## config.mk

```make
export PLATFORM = sky130hd
export DESIGN_NAME = mem_stage_dmem_ctrl_flat
export DESIGN_NICKNAME = d
export VERILOG_FILES = /design/src/rtl/mem_stage_dmem_ctrl_pkg.sv /design/src/rtl/mem_stage_dmem_ctrl_if.sv /design/src/rtl/mem_stage_dmem_ctrl.sv /design/src/flat_wrapper.sv
export SDC_FILE = /design/constraint.sdc
export NUM_CORES = 1
export LEC_CHECK = 0
export ABC_CLOCK_PERIOD_IN_PS = 1750
export CAP_MARGIN = 0
export CORE_MARGIN = 5
export CORE_UTILIZATION = 40
export CTS_CLUSTER_DIAMETER = 100
export CTS_CLUSTER_SIZE = 20
export DETAILED_ROUTE_END_ITERATION = 12
export PLACE_DENSITY_LB_ADDON = 0.3
export SYNTH_ARGS = -nofsm -noshare
export SYNTH_HDL_FRONTEND = slang
export SYNTH_SLANG_ARGS = --single-unit
```

## constraint.sdc

```tcl
create_clock -name clock__i -period 1.75 [get_ports clock__i]
set_input_delay 0.2625 -clock clock__i [delete_from_list [all_inputs] [get_ports clock__i]]
set_output_delay 0.2625 -clock clock__i [all_outputs]
set_load 0.02 [all_outputs]
```

## src/rtl/mem_stage_dmem_ctrl_pkg.sv

```systemverilog
// mem_stage_dmem_ctrl_pkg: shared types and constants for the MEM-stage
// data-memory controller.
package mem_stage_dmem_ctrl_pkg;

  typedef enum logic [1:0] {
    DMEM_IDLE,
    DMEM_BUSY,
    DMEM_DONE
  } dmem_state_t;

  localparam int DMEM_WORD_BYTES = 4;

endpackage

```

## src/rtl/mem_stage_dmem_ctrl_if.sv

```systemverilog
// mem_stage_dmem_ctrl_if: req/ack data-memory bus between the MEM-stage
// controller (master) and the data memory (slave).
interface mem_stage_dmem_ctrl_if;

  logic        dmem_req;
  logic        dmem_we;
  logic [31:0] dmem_addr;
  logic [31:0] dmem_wdata;
  logic        dmem_ack;
  logic [31:0] dmem_rdata;

  modport master (
    output dmem_req,
    output dmem_we,
    output dmem_addr,
    output dmem_wdata,
    input  dmem_ack,
    input  dmem_rdata
  );

  modport slave (
    input  dmem_req,
    input  dmem_we,
    input  dmem_addr,
    input  dmem_wdata,
    output dmem_ack,
    output dmem_rdata
  );

endinterface

```

## src/rtl/mem_stage_dmem_ctrl.sv

```systemverilog
// mem_stage_dmem_ctrl: MEM-stage consumer of the EX/MEM register. Turns a
// load/store into one req/ack bus transaction, stalls the pipeline while it
// is outstanding, aborts after TIMEOUT_CYCLES silent BUSY cycles (0 = never)
// and hands load data to MEM/WB.
// Optional feature: define MEM_ALIGN_CHECK_EN to reject misaligned accesses
// with a one-cycle AddrErr__o pulse instead of issuing a bus request.
module mem_stage_dmem_ctrl
  import mem_stage_dmem_ctrl_pkg::*;
#(
  parameter int TIMEOUT_CYCLES = 64,
  parameter int CNT_W          = 7
) (
  input  logic                         clock__i,
  input  logic                         reset_n__i,
  input  logic                         MemRead__i,
  input  logic                         MemWrite__i,
  input  logic [31:0]                  ALUData__i,
  input  logic [31:0]                  MemWriteData__i,
  mem_stage_dmem_ctrl_if.master        dmem,
  output logic                         Stall__o,
  output logic [31:0]                  MemReadData__o,
  output logic                         BusErr__o,
  output logic                         AddrErr__o
);

`ifdef MEM_ALIGN_CHECK_EN
  localparam bit ALIGN_CHECK = 1'b1;
`else
  localparam bit ALIGN_CHECK = 1'b0;
`endif

  localparam bit               TIMEOUT_EN  = (TIMEOUT_CYCLES != 0);
  localparam logic [CNT_W-1:0] LAST_COUNT  = CNT_W'(TIMEOUT_CYCLES - 1);
  localparam logic [31:0]      OFFSET_MASK = 32'(DMEM_WORD_BYTES - 1);

  dmem_state_t      state;
  dmem_state_t      next_state;
  logic [CNT_W-1:0] count;
  logic             access;
  logic             misaligned;
  logic             timeout_hit;

  assign access      = MemRead__i | MemWrite__i;
  assign misaligned  = ALIGN_CHECK && ((ALUData__i & OFFSET_MASK) != 32'd0);
  assign timeout_hit = TIMEOUT_EN && (count == LAST_COUNT);

  // State register; reset abandons any outstanding access without completion.
  always_ff @(posedge clock__i or negedge reset_n__i) begin
    if (!reset_n__i) state <= DMEM_IDLE;
    else             state <= next_state;
  end

  // Next state: launch from IDLE, leave BUSY on ack or timeout, DONE lasts one cycle.
  always_comb begin
    next_state = state;
    case (state)
      DMEM_IDLE: if (access) next_state = misaligned ? DMEM_DONE : DMEM_BUSY;
      DMEM_BUSY: if (dmem.dmem_ack || timeout_hit) next_state = DMEM_DONE;
      DMEM_DONE: next_state = DMEM_IDLE;
      default:   next_state = DMEM_IDLE;
    endcase
  end

  // Stall is the only combinational output: held from access request until DONE.
  always_comb begin
    Stall__o = 1'b0;
    case (state)
      DMEM_IDLE: Stall__o = access;
      DMEM_BUSY: Stall__o = 1'b1;
      default:   Stall__o = 1'b0;
    endcase
  end

  // Bus request, captured access fields, load data, error pulses and timeout counter.
  always_ff @(posedge clock__i or negedge reset_n__i) begin
    if (!reset_n__i) begin
      dmem.dmem_req   <= 1'b0;
      dmem.dmem_we    <= 1'b0;
      dmem.dmem_addr  <= 32'd0;
      dmem.dmem_wdata <= 32'd0;
      MemReadData__o  <= 32'd0;
      BusErr__o       <= 1'b0;
      AddrErr__o      <= 1'b0;
      count           <= '0;
    end else begin
      BusErr__o  <= 1'b0;
      AddrErr__o <= 1'b0;
      case (state)
        DMEM_IDLE: begin
          if (access) begin
            if (misaligned) begin
              AddrErr__o <= 1'b1;
            end else begin
              dmem.dmem_req   <= 1'b1;
              dmem.dmem_we    <= MemWrite__i;
              dmem.dmem_addr  <= ALUData__i & ~OFFSET_MASK;
              dmem.dmem_wdata <= MemWriteData__i;
              count           <= '0;
            end
          end
        end
        DMEM_BUSY: begin
          if (dmem.dmem_ack) begin
            dmem.dmem_req <= 1'b0;
            if (!dmem.dmem_we) MemReadData__o <= dmem.dmem_rdata;
          end else if (timeout_hit) begin
            dmem.dmem_req  <= 1'b0;
            MemReadData__o <= 32'd0;
            BusErr__o      <= 1'b1;
          end else begin
            count <= count + CNT_W'(1);
          end
        end
        default: ;
      endcase
    end
  end

endmodule
```

## src/flat_wrapper.sv

```systemverilog
// flat-port wrapper written by rule: the top's interface ports become plain ports
module mem_stage_dmem_ctrl_flat import mem_stage_dmem_ctrl_pkg::*;
#(
  parameter int TIMEOUT_CYCLES = 64,
  parameter int CNT_W          = 7
)
  (clock__i, reset_n__i, MemRead__i, MemWrite__i, ALUData__i, MemWriteData__i, Stall__o, MemReadData__o, BusErr__o, AddrErr__o, dmem_dmem_req, dmem_dmem_we, dmem_dmem_addr, dmem_dmem_wdata, dmem_dmem_ack, dmem_dmem_rdata);
  mem_stage_dmem_ctrl_if dmem_i ();
  input  logic clock__i;
  input  logic reset_n__i;
  input  logic MemRead__i;
  input  logic MemWrite__i;
  input  logic [31:0] ALUData__i;
  input  logic [31:0] MemWriteData__i;
  output logic Stall__o;
  output logic [31:0] MemReadData__o;
  output logic BusErr__o;
  output logic AddrErr__o;
  output wire logic [$bits(dmem_i.dmem_req)-1:0] dmem_dmem_req;
  output wire logic [$bits(dmem_i.dmem_we)-1:0] dmem_dmem_we;
  output wire logic [$bits(dmem_i.dmem_addr)-1:0] dmem_dmem_addr;
  output wire logic [$bits(dmem_i.dmem_wdata)-1:0] dmem_dmem_wdata;
  input wire logic [$bits(dmem_i.dmem_ack)-1:0] dmem_dmem_ack;
  input wire logic [$bits(dmem_i.dmem_rdata)-1:0] dmem_dmem_rdata;
  assign dmem_dmem_req = dmem_i.dmem_req;
  assign dmem_dmem_we = dmem_i.dmem_we;
  assign dmem_dmem_addr = dmem_i.dmem_addr;
  assign dmem_dmem_wdata = dmem_i.dmem_wdata;
  assign dmem_i.dmem_ack = dmem_dmem_ack;
  assign dmem_i.dmem_rdata = dmem_dmem_rdata;
  mem_stage_dmem_ctrl #(.TIMEOUT_CYCLES(TIMEOUT_CYCLES), .CNT_W(CNT_W)) u_core (.clock__i(clock__i), .reset_n__i(reset_n__i), .MemRead__i(MemRead__i), .MemWrite__i(MemWrite__i), .ALUData__i(ALUData__i), .MemWriteData__i(MemWriteData__i), .dmem(dmem_i), .Stall__o(Stall__o), .MemReadData__o(MemReadData__o), .BusErr__o(BusErr__o), .AddrErr__o(AddrErr__o));
endmodule
```

After elaboration in Yosys (flattened, before gate mapping)
Index checks and enable logic that the tools add are counted.
{"block": "op_classes", "bitwise_logic": 1, "n_addsub": 1, "reduce_logical": 9, "n_div": 0, "n_mux": 18, "order_cmp": 0, "shifts": 0, "eq_ne": 8, "n_mul": 0}
{"operator": "$mux W32", "count": 3}
{"operator": "$mux W7", "count": 3}
{"operator": "$pmux W7 S2", "count": 1}
{"operator": "$add A7 B1 Y7 const B", "count": 1}
{"operator": "$eq A7 B6 Y1 const B", "count": 1}
{"operator": "$mux W1", "count": 6}
{"operator": "$ne A2 B2 Y1 const B", "count": 3}
{"operator": "$reduce_and A3 Y1", "count": 2}
{"operator": "$mux W2", "count": 2}
{"operator": "$ne A2 B1 Y1 const B", "count": 2}
{"operator": "$pmux W1 S2", "count": 2}
{"operator": "$pmux W2 S2", "count": 1}
{"operator": "$reduce_and A2 Y1", "count": 2}
{"operator": "$reduce_and A4 Y1", "count": 1}
{"operator": "$reduce_bool A2 Y1", "count": 2}
{"operator": "$ne A3 B2 Y1 const B", "count": 1}
{"operator": "$eq A2 B1 Y1 const B", "count": 1}
{"operator": "$logic_not A2 Y1", "count": 1}
{"operator": "$logic_or A1 B1 Y1", "count": 1}
{"operator": "$or A1 B1 Y1", "count": 1}
{"block": "word_totals", "memories": 0, "latch_bits": 0, "ramBits": 0, "romBits": 0, "out_inout_bits": 101, "reg_bits": 106, "elab_cells": 45}

Logic depth before layout (Yosys ltp)
{"block": "logic_depth", "word_depth": 4, "depth_mapped": 6, "mapped_depth_nobuf": 5}

Least setup slack after synthesis
No wires, ideal clock.
{"block": "synth_path", "path_type": "flip-flop to flip-flop", "from": "reg u_core.count[0]", "to": "reg u_core.MemReadData__o[10]", "period_less_slack_ps": 1486, "n_path_buf": 1, "required_ps": 1684, "slack_ps": 264, "arrival_ps": 1421, "stages_incl_launch_ff": 7, "cell_sequence": "dfrtp_1 ha_1 nor2b_1 and3_1 a21oi_4 buf_6 a22o_1"}
{"block": "synth_via", "elab_chain_len": 3}
{"item": "from (decl)", "line": "mem_stage_dmem_ctrl.sv:38", "source": "logic [CNT_W-1:0] count;"}
{"item": "from (signal assigned)", "line": "mem_stage_dmem_ctrl.sv:111", "source": "count <= count + CNT_W'(1);"}
{"item": "$eq A7 B6 Y1", "line": "mem_stage_dmem_ctrl.sv:45", "source": "assign timeout_hit = TIMEOUT_EN && (count == LAST_COUNT);"}
{"item": "$reduce_bool A2 Y1 (no source line)"}
{"item": "$reduce_and A3 Y1 (no source line)"}
{"item": "to (signal assigned)", "line": "mem_stage_dmem_ctrl.sv:105", "source": "if (!dmem.dmem_we) MemReadData__o <= dmem.dmem_rdata;"}
{"item": "to (decl)", "line": "mem_stage_dmem_ctrl.sv:21", "source": "output logic [31:0] MemReadData__o,"}
No other way between the ends.
A chain may end at the register's enable or synchronous reset.

Worst setup path after layout
{"block": "layout_path", "from": "reg u_core.state[0]", "to": "out Stall__o"}
{"block": "layout_via", "elab_chain_len": 2, "word_cells_on_any_way": 3, "classes_between": "eq/ne: 1; mux: 1; reduce/logical: 1"}
{"item": "from (decl)", "line": "mem_stage_dmem_ctrl.sv:36", "source": "dmem_state_t state;"}
{"item": "from (signal assigned)", "line": "mem_stage_dmem_ctrl.sv:50", "source": "else state <= next_state;"}
{"item": "$eq A2 B1 Y1 / $logic_not A2 Y1 (equally long branches)", "line": "mem_stage_dmem_ctrl.sv:67", "source": "case (state)"}
{"item": "$pmux W1 S2 *", "line": "mem_stage_dmem_ctrl.sv:67"}
{"item": "to (decl)", "line": "flat_wrapper.sv:15", "source": "output logic Stall__o;"}
Every way passes the cells marked *; elsewhere a longest branch is shown, timed or not.

==> metrics.csv <==
metric;value;unit
Register Area;0.002654;mm²
I/O pin count;202;
Fin Clk Skew;0.01267;ns
Total Power;11.76;mW
Worst-Skew Late Latency;0.36;ns
Antenna diodes;0;
GRT Total Usage;0.1830;
DRC viols;0;
DRT Pass-1 Iters;5;
Crit-path slowest cell;dfrtp_2;
XOR/XNOR Fraction of Synth Area;0;
Longest Clk Path Bufs;2;
reg-to-reg slack, setup;0.15;ns
Multi-input gate area;0.001346;mm²
HPWL Detailed;8189;µm
Synth Area in Compound Gates;0.09845;
Fill cells;820;
sequential area share after synthesis;0.6461;
number of global-route vias before repair;3659;
DR iter-0 viols;140;
CP cell instances;nor3_1 -> nor2_1 -> clkdlybuf4s15_1;
initial antenna violation count;0;
outcome;completed;
WP buf/inv;1;
PwrDens;1786;mW/mm²
peak supply drop;0.7673;mV
Final min period;1.650;ns
synthesized flop and latch total;106;
Top delay family on crit path;flip-flops;
Core Region;0.01018;mm²
Initial Util;0.4031;
Reg clk slew, reported paths;0.11;ns
CP required;1.49;ns
kind of critical path;reg2out;
Max Slew Vio Count;0;
min-delay worst type;in2async;
period utilization;0.9429;
largest family of logic cells by synthesized area;simple AND/OR/NAND/NOR gates;
startpoint types;flop;
Mapped Area;0.004105;mm²
Setup Viol. Count Final;0;
setup repair after global routing missed its margin;false;
num rows;37;
final RePlAce weighted congestion;0.8052;
Root Driver;clkbuf_8;
CP Data Arrival Time;1.39;ns
Total Die Area;0.01239;mm²
drt via density;4.759;
die height;111.3;µm
Leakage Power;3.153;nW
worst hold margin;0.3352;ns
TritonCTS buffer count;9;
total grt overflow;0;
maximum clock rate;606.0;MHz
Final nets;708;
synth-to-layout area growth;60.38;%
Worst Setup End Kind;primary output;
number of port buffers;196;
CTS tree;yes;
Largest stage delay, worst path;0.45;ns
Avg Cell Area, Syn;10.31;µm²
cell count after synthesis;398;
MaxCap Viol Count;0;
largest net degree at the start of global routing;64;
Netlist cell types;35;
Synth Area in Simple Gates;0.2127;
ANT nets after route;0;
first-pass GRT wire length;18810;µm
clock sink count;106;
Routed WL;11220;µm
crit path max fanout;6;
final hold violations;0;
via count;3555;
adder-cell share of the synthesized area;0.003048;
warnings from Yosys;0;
drt wl/cell;15.03;µm
mux cell area share after synthesis;0;
fraction of layout cells with a size suffix above 1;0.08511;
H-tree levels;3;
Die W;111.3;µm
[synthesized netlist by cell type, drive strengths merged]
master  count  share of area
nand2     193           0.18
dfrtp     106           0.65
a22o       33          0.070
buf        20          0.033
clkbuf      5         0.0049
nand3       5         0.0073
nor2        5         0.0046
o21ai       5         0.0061
a21oi       3         0.0064
a31oi       2         0.0030
and2        2         0.0030
and3        2         0.0030
nor2b       2         0.0030
nor3b       2         0.0049
o21a        2         0.0037
a21o        1         0.0018
a22oi       1         0.0018
a31o        1         0.0021
conb        1        0.00091
ha          1         0.0030
inv         1        0.00091
nor3        1         0.0012
nor4bb      1         0.0024
o211ai      1         0.0030
or3         1         0.0015
or3b        1         0.0027
[flip-flops by register name, summed over array words and instances, names as in the netlist]
signal,count
u_core.MemReadData__o,32
u_core.dmem.dmem_wdata,32
u_core.dmem.dmem_addr,30
u_core.count,7
u_core.state,2
u_core.BusErr__o,1
u_core.dmem.dmem_req,1
u_core.dmem.dmem_we,1
[power by group]
part	internal, mW	total, mW	switching, mW	leakage, nW
combinational	2.93	6.11	3.18	1.73
sequential	3.55	4.18	0.625	1.32
clock	0.617	1.47	0.850	0.102
[through the flow]
stage	cell area (µm²)	worst slack [ns]	TNS (ns)	util	instances
final	6584	0.09991	0	0.6464	747
after global routing	6584	0.007425	0	0.6464	747
after CTS	6539	0.009208	0	0.6420	745
after detailed placement	6315	-0.1994	-6.232	0.6200	727
after global placement	6315	-0.1584	-5.051	0.6200	727
after floorplan	4113	0.2637	0	-	400
[cells in the final DEF (no fill, tap or decap), types with 2 or more instances in the layout]
cell and instances:
clkdlybuf4s50_1 193, nand2_1 191, dfrtp_1 105, a22o_1 33, buf_4 17, clkbuf_8 11
buf_12 6, nor2_1 5, nand3_1 4, clkinv_4 4, o21ai_1 3, conb_1 3
nor2b_1 2, and2_1 2, a21oi_1 2, a21oi_4 2, a31oi_1 2
[layout make-up]
| class | count | area share |
|---|---|---|
| tap | 136 | 0.02585 |
| sequential | 106 | 0.4031 |
| timing repair buffer | 219 | 0.3360 |
| multi-input combinational | 269 | 0.2045 |
| clock inverter | 5 | 0.007032 |
| inverter | 1 | 0.0005701 |
| clock buffer | 11 | 0.02300 |
[final timing paths]
| path | end | start | depth (start not counted) |
|---|---|---|---|
| max in group asynchronous | u_core.MemReadData__o[6] | reset_n__i | 3 |
| worst min-delay path | u_core.dmem.dmem_wdata[11] | reset_n__i | 2 |
| worst min register to register | u_core.dmem.dmem_wdata[27] | u_core.dmem.dmem_wdata[27] | 2 |
| min in group clock__i | u_core.dmem.dmem_wdata[30] | MemWriteData__i[30] | 3 |
| worst max-delay path | Stall__o | u_core.state[0] | 3 |
| worst max register to register | u_core.count[3] | u_core.state[1] | 4 |
[worst register-to-register path, cell delays in order (launching register included)]
cell	delay, ns
dfrtp_1	0.49
or3b_4	0.43
a31o_1	0.34
nand3_2	0.14
o211ai_2	0.08
[routing by layer]
layer | track usage | routed length, µm
met1 | 0.2276 | 4590
met3 | 0.05295 | 847
met2 | 0.3028 | 5501
met5 | 0 | 0
met4 | 0.06975 | 285
[kinds of logic after synthesis]
logic type                 after synthesis
adders and majority gates                1
DFF                                    106
other                                    1
AOI/OAI and AO/OA                       49
buffers and inverters                   26
and+or+nand+nor                        215
[timing repair]
item,4_1_cts,5_1_grt
hold buffers,1,0
resized for setup,3,3
endpoints found under the setup margin,33,34
pin swaps,2,2
setup buffers,0,2
endpoints found under the hold margin,23,0
cloned,1,0
(Power assumes the default switching activity.)
